### src/rtl/demux_dispatcher.sv
// Buffered dispatcher: queues {dest, data} transactions in a FIFO and presents the
// head on its destination lane only, with per-lane valid/ready and a stall counter.
module demux_dispatcher #(
    parameter int N = 1,
    parameter int S = 2,
    parameter int D = 2,
    parameter int W = 8
) (
    input  logic                        clk,
    input  logic                        rst,
    input  logic                        in_valid,
    output logic                        in_ready,
    input  logic [N-1:0]                in_data,
    input  logic [S-1:0]                in_dest,
    output logic [(2**S)-1:0][N-1:0]    result,
    output logic [(2**S)-1:0]           out_valid,
    input  logic [(2**S)-1:0]           out_ready,
    output logic [D:0]                  count,
    output logic [W-1:0]                stall_cnt
);

    localparam int LANES = 2**S;
    localparam int DEPTH = 2**D;

    typedef enum logic {IDLE, SEND} state_t;

    typedef struct packed {
        logic [S-1:0] dest;
        logic [N-1:0] data;
    } entry_t;

    entry_t                      mem [DEPTH];
    logic   [D-1:0]              wr_ptr_q, wr_ptr_d;
    logic   [D-1:0]              rd_ptr_q, rd_ptr_d;
    logic   [D:0]                count_q, count_d;
    state_t                      state_q, state_d;
    logic   [LANES-1:0]          out_valid_q, out_valid_d;
    logic   [LANES-1:0][N-1:0]   result_q, result_d;
    logic   [W-1:0]              stall_q, stall_d;

    logic   push, pop, hs;
    entry_t head;

    assign in_ready  = (count_q != DEPTH[D:0]);
    assign count     = count_q;
    assign out_valid = out_valid_q;
    assign result    = result_q;
    assign stall_cnt = stall_q;
    assign head      = mem[rd_ptr_q];

    always_comb begin
        push = in_valid && in_ready;
        // Only the selected lane's ready matters, since out_valid_q is one-hot.
        hs   = (state_q == SEND) && (|(out_valid_q & out_ready));
        pop  = (count_q != '0) && ((state_q == IDLE) || hs);

        wr_ptr_d    = wr_ptr_q;
        rd_ptr_d    = rd_ptr_q;
        count_d     = count_q;
        state_d     = state_q;
        out_valid_d = out_valid_q;
        result_d    = result_q;
        stall_d     = stall_q;

        if (push) wr_ptr_d = wr_ptr_q + 1'b1;
        if (pop)  rd_ptr_d = rd_ptr_q + 1'b1;

        case ({push, pop})
            2'b10:   count_d = count_q + 1'b1;
            2'b01:   count_d = count_q - 1'b1;
            default: count_d = count_q;
        endcase

        if (pop) begin
            state_d               = SEND;
            out_valid_d           = '0;
            out_valid_d[head.dest] = 1'b1;
            result_d              = '0;
            result_d[head.dest]   = head.data;
            stall_d               = '0;
        end else if (hs) begin
            state_d     = IDLE;
            out_valid_d = '0;
            result_d    = '0;
            stall_d     = '0;
        end else if (state_q == SEND) begin
            stall_d = (stall_q == '1) ? stall_q : stall_q + 1'b1;
        end else begin
            stall_d = '0;
        end
    end

    always_ff @(posedge clk) begin
        if (push) mem[wr_ptr_q] <= '{dest: in_dest, data: in_data};
    end

    always_ff @(posedge clk or posedge rst) begin
        if (rst) begin
            wr_ptr_q    <= '0;
            rd_ptr_q    <= '0;
            count_q     <= '0;
            state_q     <= IDLE;
            out_valid_q <= '0;
            result_q    <= '0;
            stall_q     <= '0;
        end else begin
            wr_ptr_q    <= wr_ptr_d;
            rd_ptr_q    <= rd_ptr_d;
            count_q     <= count_d;
            state_q     <= state_d;
            out_valid_q <= out_valid_d;
            result_q    <= result_d;
            stall_q     <= stall_d;
        end
    end

endmodule

### config.mk
export PLATFORM = sky130hd
export DESIGN_NAME = demux_dispatcher
export DESIGN_NICKNAME = d
export VERILOG_FILES = /design/src/rtl/demux_dispatcher.sv
export SDC_FILE = /design/constraint.sdc
export NUM_CORES = 1
export LEC_CHECK = 0
export BUFFER_PORTS_ARGS = -buffer_cell sky130_fd_sc_hd__buf_2
export CAP_MARGIN = 20
export CORE_ASPECT_RATIO = 2
export CORE_MARGIN = 3
export CORE_UTILIZATION = 25
export DETAILED_ROUTE_END_ITERATION = 8
export SETUP_SLACK_MARGIN = 0.4
export SLEW_MARGIN = 20
export SYNTH_ARGS = -nofsm -noshare
export SYNTH_HDL_FRONTEND = slang
export SYNTH_SLANG_ARGS = --single-unit
export TNS_END_PERCENT = 20
### constraint.sdc
create_clock -name clk -period 3.9 [get_ports clk]
set_input_delay 0.78 -clock clk [delete_from_list [all_inputs] [get_ports clk]]
set_output_delay 0.78 -clock clk [all_outputs]
set_load 0.005 [all_outputs]
**Word level (Yosys, flattened, before mapping)**

Memories as Yosys holds them, arrays and structs flattened.
Cells that the tools add are included.

- Flip-flop bits (word level): 24
- Memory bits (writable): 12
- Bits of input ports: 10
- Output and inout bits: 20
- Logic and storage cells: 49
- Memories: 1

- Add/sub/neg operators: 5
- $lt $le $gt $ge: 2
- Equality and inequality tests: 5
- Mux-type cells: 14
- Bitwise operators: 3
- Reduce and logical (&&, ||, !) cells: 9

Memory list:

| name | depth | width | read ports | clocked after memory_dff | wr ports | RTL line | RTL |
|---|---|---|---|---|---|---|---|
| mem | 4 | 3 | 1 | 0 | 1 | 32 | `entry_t mem [DEPTH];` |

Operators with widths:

| cell | count |
|---|---|
| 2-to-1 mux 8 bit | 4 |
| 2-to-1 mux 4 bit | 3 |
| adder 8 x 1 -> 8 bit, second input constant | 1 |
| bitwise AND 4 bit | 2 |
| equality test 8 bit, second input constant | 1 |
| case mux 3 bit (2 select lines) | 1 |
| 2-to-1 mux 1 bit | 5 |
| adder 2 x 1 -> 2 bit, second input constant | 2 |
| logical AND 1 bit | 4 |
| != test 4 bit, second input constant | 1 |
| nonzero test 2 bit | 2 |
| OR reduction 4 bit | 1 |
| adder 3 x 1 -> 3 bit, second input constant | 1 |
| less-than comparator 2 x 3 -> 1 bit, second input constant | 1 |
| != test 3 bit, second input constant | 1 |
| nonzero test 3 bit | 1 |
| subtractor 3 x 1 -> 3 bit, second input constant | 1 |
| demux 1 bit (select 2 bit) | 1 |
| equality test 2 x 1 -> 1 bit, second input constant | 1 |
| equality test 2 bit, second input constant | 1 |
| greater-or-equal comparator 2 x 1 -> 1 bit, second input constant | 1 |
| logical OR 1 bit | 1 |
| NOT 1 bit | 1 |

**Longest topological paths before layout**

Gate-level depths: netlist of the first run.

- Word-level depth: 7
- Mapped depth: 9

**Worst setup path before layout of the first run**

Ideal clock, no wire load.

- Path kind: input port to flip-flop
- Start: input out_ready[1]
- End: register count_q[2] (netlist: count[2])
- Library setup time: 0.130 ns
- Arrival: 2.497 ns
- Path slack: 1.274 ns
- Stages on the path: 7
- Cells stage by stage: a222oi_1 -> a21oi_2 -> ha_1 -> fa_1 -> xnor2_1 -> nor2_1 -> xor2_1

- Cells in the longest elaborated chain, start to end: 7
- Elaborated cells on any way between the ends: 9
- Classes of those cells: eq/ne (2); mux (1); bitwise (1); reduce/logical (5)

RTL lines:

| item | RTL line | RTL |
|---|---|---|
| from (decl) | 17 | `input logic [(2**S)-1:0] out_ready,` |
| bitwise AND 4 bit (*) | 54 | `hs = (state_q == SEND) && (\|(out_valid_q & out_ready));` |
| OR reduction 4 bit (*) | 54 |  |
| logical AND 1 bit (*) | 54 |  |
| logical OR 1 bit (*) | 55 | `pop = (count_q != '0) && ((state_q == IDLE) \|\| hs);` |
| logical AND 1 bit (*) | 55 |  |
| via pop | 41 | `logic push, pop, hs;` |
| equality test 2 x 1 -> 1 bit or equality test 2 bit (tied branches) | 68 | `case ({push, pop})` |
| case mux 3 bit (2 select lines) or nonzero test 2 bit (tied branches) | -- |  |
| to (signal assigned) | 109 | `count_q <= count_d;` |
| to (decl) | 35 | `logic [D:0] count_q, count_d;` |

Mark *: on every way through the listed nets, which the timed path passes. The rest lies on a longest branch.
A chain may end at the register's enable or synchronous reset.

**Worst setup path after layout of the first run**

Ends and elaborated chain as after synthesis.

==> results_dict.tcl, run 1 <==
set metrics [dict create \
    outcome "finished clean" \
    ys_warn_count 0 \
    rsz0062_at_grt "false" \
    synthMuxAreaShare_pct 6.23 \
    vias 1011 \
    grt_pass1_wl_um 4950 \
    maxSlewHeadroom_pct 40.3 \
    skew_ns 0.00555 \
    final_cell_area_sq_um 1990 \
    die_area_sq_um 7490 \
    fin_cells 236 \
    synth_xor_area_share_pct 4.90 \
    die_y_um 119 \
    ys_seq_elements 36 \
    post_drt_wl_per_cell_um 12.4 \
    powerDensity_nw_per_um2 526 \
    cts_resized 0 \
    fin_hold_ws_ns 0.498 \
    yosysSeqAreaShare_pct 59.8 \
    final_cell_mix "buf_2, dfrtp_1, edfxtp_1, nor2_1" \
    cts_tree "built" \
    fin_util_pct 32.7 \
    syn_to_final_growth_pct 24.0 \
    fin_crit_ns 2.67 \
    io_buffers 29 \
    cts-root-buf "clkbuf_16" \
    synth_top_family_by_area "compound AO/OA/AOI/OAI gates" \
    cts_inserted_buffers 5 \
    multi_input_area_sq_um 617 \
    hold_viol 0 \
    total_power_mw 1.05 \
    holdCritPathClass "flip-flop to flip-flop" \
    coreArea_sq_um 6110 \
    grt_max_degree 25 \
    start_util_pct 26.3 \
    seq_area_sq_um 961 \
    gr-total-overflow 0 \
    path_class "primary input to flip-flop" \
    power.leakage_nw 0.894 \
    cts.sinks 36 \
    wirelength_um 2930 \
    start_kind "primary input" \
    synthAdderAreaFrac_pct 5.91 \
    synth.distinct_cells 32 \
    syn-num-nets 134 \
    avgSynthCellArea_sq_um 13.7 \
    tns_ns 0 \
    gp_congestion 0.745 \
    synth_compound_area_share_pct 11.8 \
    dr.pass1.iters 4 \
    drtAntennaViolNets 0 \
    clkTransAtPathRegs_ns 0.05 \
    required_ns 4.05 \
    setup_slack_ns 1.23 \
    track_usage_pct 8.44 \
    crit_fanout 8 \
    dp_hpwl_um 2210 \
    worstPathArrival_ns 2.82 \
    max-vdd-ir-drop_uv 190 \
    synth-simple-area-share_pct 9.49 \
    grt_pass1_vias 1035 \
    layout_commonest_cell "buf_2" \
    holdBufCountCts 0 \
    clockBufferDepth 2 \
    antenna_found_initial 0 \
    setup_violations 0 \
    antennaDiodeCount 0 \
    drtIter0Drc 97 \
    nets 168 \
    cap_violations 0 \
    drive_gt1_share_pct 32.9 \
    rows 40 \
    avgViaCountPerCell 4.28 \
    n_fill_cell 620 \
    dp_slack_ns 0.945 \
    clk_latency_ns 0.28 \
    timing.final.crit_share_pct 68.4 \
    maxSlewViolCount 0 \
    htreeDepth 2 \
    die_w_um 62.7 \
    worst_pin_slew_ns 0.895 \
    boundaryPins 30 \
    fmax_mhz 375 \
    dp_cells 228 \
    crit_path_end_kind "flip-flop" \
    dpl-instance-area_sq_um 1850 \
    syn_inst 117 \
    post_cts_buffers 0 \
    synth_area_sq_um 1610 \
    drc 0 \
]
-- layer usage --
metal  global-route usage (%)  wire (um)
met5                        0          0
met2                     14.5       1490
met1                     9.23       1210
met3                     2.36        154
met4                     4.56         68
-- worst paths after layout --
kind	start	endpoint	slack (ns)	cells after the start
worst max register to register	out_valid[1]	count[2]	1.41	7
worst min register to register	result[2]	result[2]	0.50	1
worst max-delay path	out_ready[1]	count[2]	1.23	8
min in group asynchronous	rst	stall_cnt[3]	0.69	2
worst min-delay path	result[2]	result[2]	0.50	1
max in group asynchronous	rst	count[2]	2.66	2
-- layout make-up --
class	count	share of cell area [%]
inverters	6	1.13
flip-flops and latches	36	48.2
well taps	84	5.27
clock inverters	3	0.941
clock buffers	5	6.27
multi-input cells	73	30.9
repair buffers	29	7.28
-- state kept, by name (all words and copies together) (netlist names) --
| signal | cells |
|---|---|
| stall_cnt | 8 |
| out_valid | 4 |
| result | 4 |
| mem | 12 |
| state_q | 1 |
| wr_ptr_q | 2 |
| rd_ptr_q | 2 |
| count | 3 |
-- synthesized netlist by cell type --
master / n / area, sq um
o41ai_4: 1 / 27.5
edfxtp_1: 12 / 360
nand2_1: 4 / 15.0
o211ai_1: 2 / 15.0
a22o_2: 4 / 40.0
ha_1: 6 / 75.1
nand4_1: 1 / 6.26
and2_4: 1 / 8.76
clkbuf_1: 2 / 7.51
a311oi_1: 1 / 8.76
a21boi_0: 1 / 7.51
inv_1: 6 / 22.5
dfrtp_1: 24 / 601
xnor2_1: 6 / 52.6
xor2_1: 3 / 26.3
nor2b_1: 2 / 12.5
nand2_2: 1 / 6.26
a31oi_1: 4 / 25.0
a211oi_1: 1 / 7.51
a22o_1: 4 / 35.0
mux4_2: 3 / 67.6
a222oi_1: 1 / 10.0
nor2_1: 8 / 30.0
and3_1: 6 / 37.5
and2_1: 1 / 6.26
mux2_2: 2 / 22.5
nand3_1: 3 / 15.0
mux2i_1: 1 / 10.0
nor3_1: 3 / 15.0
fa_1: 1 / 20.0
a21oi_2: 1 / 8.76
a21oi_1: 1 / 5.00
-- worst max-delay path: stages --
cell	delay, ns
buf_2	0.10
a222oi_1	0.66
a21oi_2	0.26
ha_1	0.29
fa_1	0.38
xnor2_1	0.16
nor2_1	0.06
xor2_1	0.13
-- where the power goes --
part	switching, mW	internal [mW]
combinational	0.0822	0.0809
clock	0.150	0.235
sequential	0.0538	0.447
-- logic make-up after synthesis --
family / count (synthesis)
compound gates: 21
simple gates: 30
fa+ha+maj: 7
buf+inv: 8
xor+xnor: 9
flops: 36
mux: 6
Power figures use the tool's default switching activity.
==> run 2: changes to the inputs <==
==> constraint.sdc (replaced) <==
create_clock -name clk -period 2.4 [get_ports clk]
set_input_delay 0.48 -clock clk [delete_from_list [all_inputs] [get_ports clk]]
set_output_delay 0.48 -clock clk [all_outputs]
set_load 0.005 [all_outputs]
==> run 2 against run 1 <==
- core utilization up 1.4 points
- via count up 3.8%
- sequential share of layout area down 1.9 points
- wire length up 6.3%
- combinational power up 94%
- cell count up 3.0%
- cell area up 4.2%
- setup slack worse by 0.80 ns
- sequential power up 59%
- critical path type is now flip-flop to flip-flop
- flip-flop and latch count unchanged
==> results_dict.tcl, run 2 (synthesized netlist as in run 1, its figures left out) <==
set metrics [dict create \
    p_int_mw 1.37 \
    p_sw_share_pct 25.3 \
    die_w_um 62.7 \
    drtIter0Drc 82 \
    power_frac_comb_pct 17.3 \
    coreArea_sq_um 6110 \
    holdCritPathClass "primary input to async pin" \
    gp_congestion 0.712 \
    post_drt_wl_per_cell_um 12.8 \
    seqPwrFrac_pct 43.4 \
    start_util_pct 26.3 \
    hold_viol 0 \
    fin_hold_ws_ns 0.232 \
    grt_pass1_vias 1089 \
    gr-total-overflow 0 \
    total_power_mw 1.83 \
    fin_crit_ns 1.97 \
    rsz0062_at_grt "true" \
    holdBufCountCts 0 \
    clkTransAtPathRegs_ns 0.06 \
    reg2reg_depth 7 \
    grt_max_degree 25 \
    boundaryPins 30 \
    outcome "finished clean" \
    power_frac_clock_pct 39.3 \
    fmax_mhz 508 \
    skew_ns 0.00496 \
    die_area_sq_um 7490 \
    drtAntennaViolNets 0 \
    vias 1049 \
    required_ns 2.56 \
    antennaDiodeCount 0 \
    dp_slack_ns 0.213 \
    layout_commonest_cell "buf_2" \
    start_kind "flip-flop" \
    path_class "flip-flop to flip-flop" \
    max-vdd-ir-drop_uv 251 \
    grt_pass1_wl_um 5400 \
    clockBufferDepth 2 \
    setup_violations 0 \
    final_cell_mix "buf_2, dfrtp_1, edfxtp_1, nor2_1, buf_4" \
    timing.final.crit_share_pct 82.0 \
    tns_ns 0 \
    crit_fanout 6 \
    cts_tree "built" \
    reg2reg_slack_ns 0.43 \
    p_sw_mw 0.465 \
    wirelength_um 3110 \
    drc 0 \
    worstPathArrival_ns 2.13 \
    worst_pin_slew_ns 0.520 \
    nets 175 \
    dr.pass1.iters 4 \
    avgViaCountPerCell 4.32 \
    maxSlewHeadroom_pct 65.2 \
    setup_slack_ns 0.433 \
    cts-root-buf "clkbuf_16" \
    track_usage_pct 9.51 \
    antenna_found_initial 0 \
    power.leakage_nw 0.933 \
    cts_inserted_buffers 5 \
    worstReg2RegEnd "count[1]" \
    cap_violations 0 \
    crit_path_end_kind "flip-flop" \
    clk_latency_ns 0.28 \
    largest-register "mem" \
    largest_reg_flops 12 \
    io_buffers 29 \
    maxSlewViolCount 0 \
    rows 40 \
    r2r-start "count[1]" \
    die_y_um 119 \
    syn_to_final_growth_pct 29.3 \
    cts.sinks 36 \
    htreeDepth 2 \
    powerDensity_nw_per_um2 883 \
    drive_gt1_share_pct 38.4 \
    dp_hpwl_um 2370 \
]
-- run 2: critical path, cell delays in order, from the launching register on --
cell     delay (ns)
dfrtp_2        0.45
nor2_1         0.15
nand2_2        0.11
and2_4         0.20
inv_1          0.07
ha_2           0.19
fa_2           0.42
mux2_2         0.27
-- run 2: area by class of cell --
cell class	count	area (sq um)
Tap cell	84	105
Clock inverter	2	35.0
Sequential cell	36	962
Timing Repair Buffer	36	198
Multi-Input combinational cell	73	627
Clock buffer	6	129
Inverter	6	22.5
Fill cell	614	4030
-- run 2: repair_timing --
action | CTS | global route
setup buffers | 0 | 2
hold endpoints to repair | 0 | 0
gates resized for setup | 3 | 0
setup endpoints to repair | 2 | 2
pin swaps | 0 | 2
-- run 2: layer usage --
metal,vias up,share of wire [%],GRT usage (%)
li1,514,-,-
met1,500,37,9.13
met2,30,54,16.5
met3,5,6.4,3.49
met4,0,3.2,6.64
met5,-,0,0
-- run 2: power groups by stage --
stage	registers (mW)	logic, mW	clock network (mW)
2_1_floorplan	0.811	0.191	0
3_3_place_gp	0.802	0.313	0
3_5_place_dp	0.805	0.321	0
4_1_cts	0.798	0.328	0.746
5_1_grt	0.812	0.364	0.773
6_report	0.796	0.317	0.722
-- run 2: worst max-delay path by stage --
stage | start | endpoint | slack [ns] | depth (start not counted)
2_1_floorplan | out_ready[1] | count[2] | 0.13 | 7
3_3_place_gp | out_ready[1] | count[2] | 0.23 | 8
3_5_place_dp | out_ready[1] | count[2] | 0.21 | 8
4_1_cts | out_valid[1] | count[2] | 0.39 | 7
5_1_grt | out_valid[1] | count[2] | 0.31 | 8
6_report | count[1] | count[1] | 0.43 | 7
-- run 2: metrics by stage --
step           util (%)  cell area (sq um)  instances
2_1_floorplan         -               1610        117
3_3_place_gp       31.0               1890        233
3_5_place_dp       31.0               1890        233
4_1_cts            33.8               2060        241
5_1_grt            34.0               2080        243
6_report           34.0               2080        243
